===== config.mk =====
export PLATFORM = sky130hd
export DESIGN_NAME = peri_lat_lfsr
export DESIGN_NICKNAME = d
export VERILOG_FILES = /design/src/rtl/peri_regbank_model_pkg.sv /design/src/rtl/peri_regbank_model_lat_lfsr.sv
export SDC_FILE = /design/constraint.sdc
export NUM_CORES = 1
export LEC_CHECK = 0
export ABC_AREA = 1
export CAP_MARGIN = 20
export CORE_AREA = 2 2 39 41
export DETAILED_ROUTE_END_ITERATION = 12
export DIE_AREA = 0 0 41 43
export HOLD_SLACK_MARGIN = 0.03
export PLACE_DENSITY = 0.59
export SKIP_CTS_REPAIR_TIMING = 1
export SYNTH_ARGS = -nofsm -noshare
export SYNTH_HDL_FRONTEND = slang
export SYNTH_SLANG_ARGS = --single-unit

===== constraint.sdc =====
create_clock -name clk -period 0.9 [get_ports clk]
set_input_delay 0.225 -clock clk [delete_from_list [all_inputs] [get_ports clk]]
set_output_delay 0.225 -clock clk [all_outputs]
set_load 0.1 [all_outputs]

===== src/rtl/peri_regbank_model_pkg.sv =====
// Shared definitions for the peripheral register bank model: FSM state
// encoding, the idle value driven on rdat, and the jitter LFSR constants.
package peri_model_pkg;

    typedef enum logic [1:0] {
        IDLE = 2'd0,
        WAIT = 2'd1,
        ACK  = 2'd2,
        HOLD = 2'd3
    } state_t;

    localparam logic [31:0] RD_DEFAULT = 32'hffff_ffff;

    localparam logic [7:0] LFSR_SEED = 8'hA5;
    // x^8 + x^6 + x^5 + x^4 + 1 -> state bits 7, 5, 4, 3 feed the XOR
    localparam logic [7:0] LFSR_TAPS = 8'b1011_1000;

    // One step of the Fibonacci LFSR: shift left, feedback into bit 0.
    function automatic logic [7:0] lfsr_next(input logic [7:0] s);
        return {s[6:0], ^(s & LFSR_TAPS)};
    endfunction

endpackage


===== src/rtl/peri_regbank_model_lat_lfsr.sv =====
// 8-bit LFSR supplying the per-request latency jitter.
//   clk     : clock, rising edge
//   rstz    : asynchronous active-low reset, loads LFSR_SEED
//   step_i  : advance the LFSR one step
//   lfsr_o  : low two state bits (0..3 extra cycles)
module peri_lat_lfsr
    import peri_model_pkg::*;
(
    input  logic       clk,
    input  logic       rstz,
    input  logic       step_i,
    output logic [1:0] lfsr_o
);

    logic [7:0] lfsr_q;

    always_ff @(posedge clk or negedge rstz) begin
        if (!rstz) begin
            lfsr_q <= LFSR_SEED;
        end else if (step_i) begin
            lfsr_q <= lfsr_next(lfsr_q);
        end
    end

    assign lfsr_o = lfsr_q[1:0];

endmodule


**After elaboration in Yosys (flattened, before gate mapping)**

Index checks and enable logic that the tools add are counted.

- Reduce and logical (&&, ||, !) cells: 1

Operators by type and width:

| kind | count |
|---|---|
| $reduce_xor 8->1 | 1 |

- Register bits: 8
- Input bits: 3

**Depth between registers and ports, before layout**

- Depth in word-level cells: 1
- Depth in mapped cells: 6

**Worst setup path before layout**

Ideal clock, no wire load.

- Kind: flip-flop to output port
- From: register lfsr_q[0]
- To: output port lfsr_o[0]
- Data arrival time: 793 ps
- Required time: 675 ps
- Path slack: -118 ps
- Stages on the path, launching flop included: 2
- Buffers on the path: 1
- Path through: dfstp_2 > buf_4

RTL lines:

| what | RTL line | RTL |
|---|---|---|
| start, declared | peri_regbank_model_lat_lfsr.sv:15 | `logic [7:0] lfsr_q;` |
| start signal, assigned | peri_regbank_model_lat_lfsr.sv:21 | `lfsr_q <= lfsr_next(lfsr_q);` |
| end, declared | peri_regbank_model_lat_lfsr.sv:12 | `output logic [1:0] lfsr_o` |

No word-level cell between the ends.

**Final worst setup path**

- From: register lfsr_q[0]
- To: output port lfsr_o[0]

No word-level cell between the ends.

==> flow_summary.ini <==
[cts]
htree_levels = 1
cts.sinks = 8
cts_tree = done
cts_root_buf = clkbuf_4
clk_pin_slew_ns = 0.05
clock_path_buffers = 2
cts_buffers = 3
insertion_delay_ns = 0.25

[power]
power.density_nw_per_um2 = 2970
power_frac_seq = 0.368
sw_frac_of_total = 0.404
internal-power_uw = 942
pwr-share-clk = 0.171
combPwrFrac = 0.462
max-vdd-ir-drop_mv = 1.27
power.total_mw = 1.58
power_switching_uw = 638
power_leakage_nw = 0.263

[final_layout]
largest_reg_flops = 8
final_util = 0.384
fin_cells = 74
final_common_cell = nand2_1
antenna_cells = 0
top_register = lfsr_q
area_growth_pct = 38.0
nets = 63
drive_gt1_frac = 0.379
final_area_sq_um = 532
reg_top3 = lfsr_q: 8 flops

[placement]
placedCellCount = 68
gp_congestion = 0.628
port_buffers = 4
dp_worst_setup_slack_ns = -0.188
post_dp_cell_area_sq_um = 472
dp.final_hpwl_microns = 518

[timing]
finalSetupViolations = 3
report.final.slew_viol_count = 0
rsz0062_at_grt = yes
fin_ws_ns = -0.301
period_minus_slack_ns = 1.20
skew_ns = 0.000587
min_period_over_period = 1.33
slew_headroom = 0.886
final-hold-violation-count = 0
max_freq_mhz = 832
worst_pin_slew_ns = 0.170

[hold_path]
worst_hold_path_type = input port to asynchronous set/reset pin

[yosys]
ys_seq_area_frac = 0.532
synth_top_area_cell = dfstp_2
syn_area_sq_um = 385
synthCells = 48
synth_area_leaders = dfstp_2 27%, dfrtp_1 26%, nand2_1 19%
yosysWarnings = 0
synth_seq_cells = 8
synth_top_area_share = 0.273
ys_types = 11
avgSynthCellArea_sq_um = 8.03
syn_nets = 51

[global_route]
grt_antenna_before_repair = 0
grt_use_met2 = 0.134
grt_overflow_total = 0
grt_pass1_wl_microns = 1060
top_usage_layer = met2
grt_pass1_vias = 274
met3_usage = 0.0471
grt.total_usage = 0.101
grt_max_degree = 12
met1_usage = 0.0997

[setup_path]
path_buf_inv = 1
ff2ff_setup_slack_ns = -0.05
cp-start-kind = flip-flop
path_max_fanout = 2
critPathMaxStageDelay_ns = 0.55
startpoint = lfsr_q[0]
worstSetupEndpointType = primary output
worst_path_max_delay_cell = dfstp_2
path_cells = buf_12
crit_family = flip-flops
worstPathRequired_ns = 0.67
rr_startpoint = lfsr_q[5]
worstSetupPathType = flip-flop to primary output
cp.arrival_ns = 0.98

[floorplan]
core_sq_um = 1380
die_h_microns = 43
rows = 14
die_x_microns = 41
dieArea_sq_um = 1760
boundaryPins = 5
initial_core_util = 0.278

[drt]
drt-initial-drc-count = 1
wl_per_cell_microns = 9.24
dr.pass1.iters = 2
viasPerCell = 4.26
drtAntennaViolNets = 0
drc = 0
num_vias = 315
wirelength_microns = 684

[status]
violations = setup timing
outcome = finished with violations

[flow_run]
max_cap_violations = 0
==> layer usage <==
| layer | up-vias | wire (microns) |
|---|---|---|
| met4 | 0 | 12 |
| met5 | - | 0 |
| met1 | 144 | 298 |
| li1 | 167 | - |
| met2 | 2 | 369 |
| met3 | 2 | 4 |
==> Yosys cell counts (all sizes together) <==
cell type	number
nand2	20
o21ai	7
clkbuf	1
buf	2
dfstp	4
dfrtp	4
inv	7
nor2	2
nand3	1
==> per-stage QoR <==
stage / TNS [ns] / hold slack, ns
2_1_floorplan: -0.0364 / -0.0706
3_3_place_gp: -1.32 / 0.475
3_5_place_dp: -1.39 / 0.470
4_1_cts: -0.574 / 0.271
5_1_grt: -0.674 / 0.269
6_report: -0.521 / 0.286
==> cells by family after synthesis <==
family                 after synthesis  share of synthesized area
AND/OR/NAND/NOR                     23                      0.234
buffers and inverters               10                      0.143
flip-flops                           8                      0.532
AO/OA/AOI/OAI                        7                     0.0909
==> power groups by stage <==
stage	logic, mW	clock network (mW)	registers, mW
finish	0.730	0.270	0.581
global route	0.784	0.308	0.594
CTS	0.670	0.292	0.578
detailed placement	0.668	0	0.582
global placement	0.659	0	0.580
floorplan	0.530	0	0.562
==> worst reg2reg max path: cells and delay by family, from the launching register on <==
family / cells / cell delay (ns)
buffers and inverters: 1 / 0.05
DFF: 1 / 0.54
and+or+nand+nor: 5 / 0.30
==> area by class of cell <==
| class | instances | area (sq um) |
|---|---|---|
| fillers | 150 | 852 |
| flip-flops and latches | 8 | 205 |
| multi-input cells | 30 | 136 |
| repair buffers | 10 | 121 |
| inverters | 7 | 26.3 |
| clock buffers | 3 | 22.5 |
| well taps | 16 | 20.0 |
==> final timing paths <==
kind,end,depth (start not counted)
min in group clk,lfsr_q[6],2
max in group asynchronous,lfsr_q[5],2
max reg2reg,lfsr_q[0],6
min,lfsr_q[1],2
max,lfsr_o[0],1
min reg2reg,lfsr_q[6],2
(Power assumes the default switching activity.)
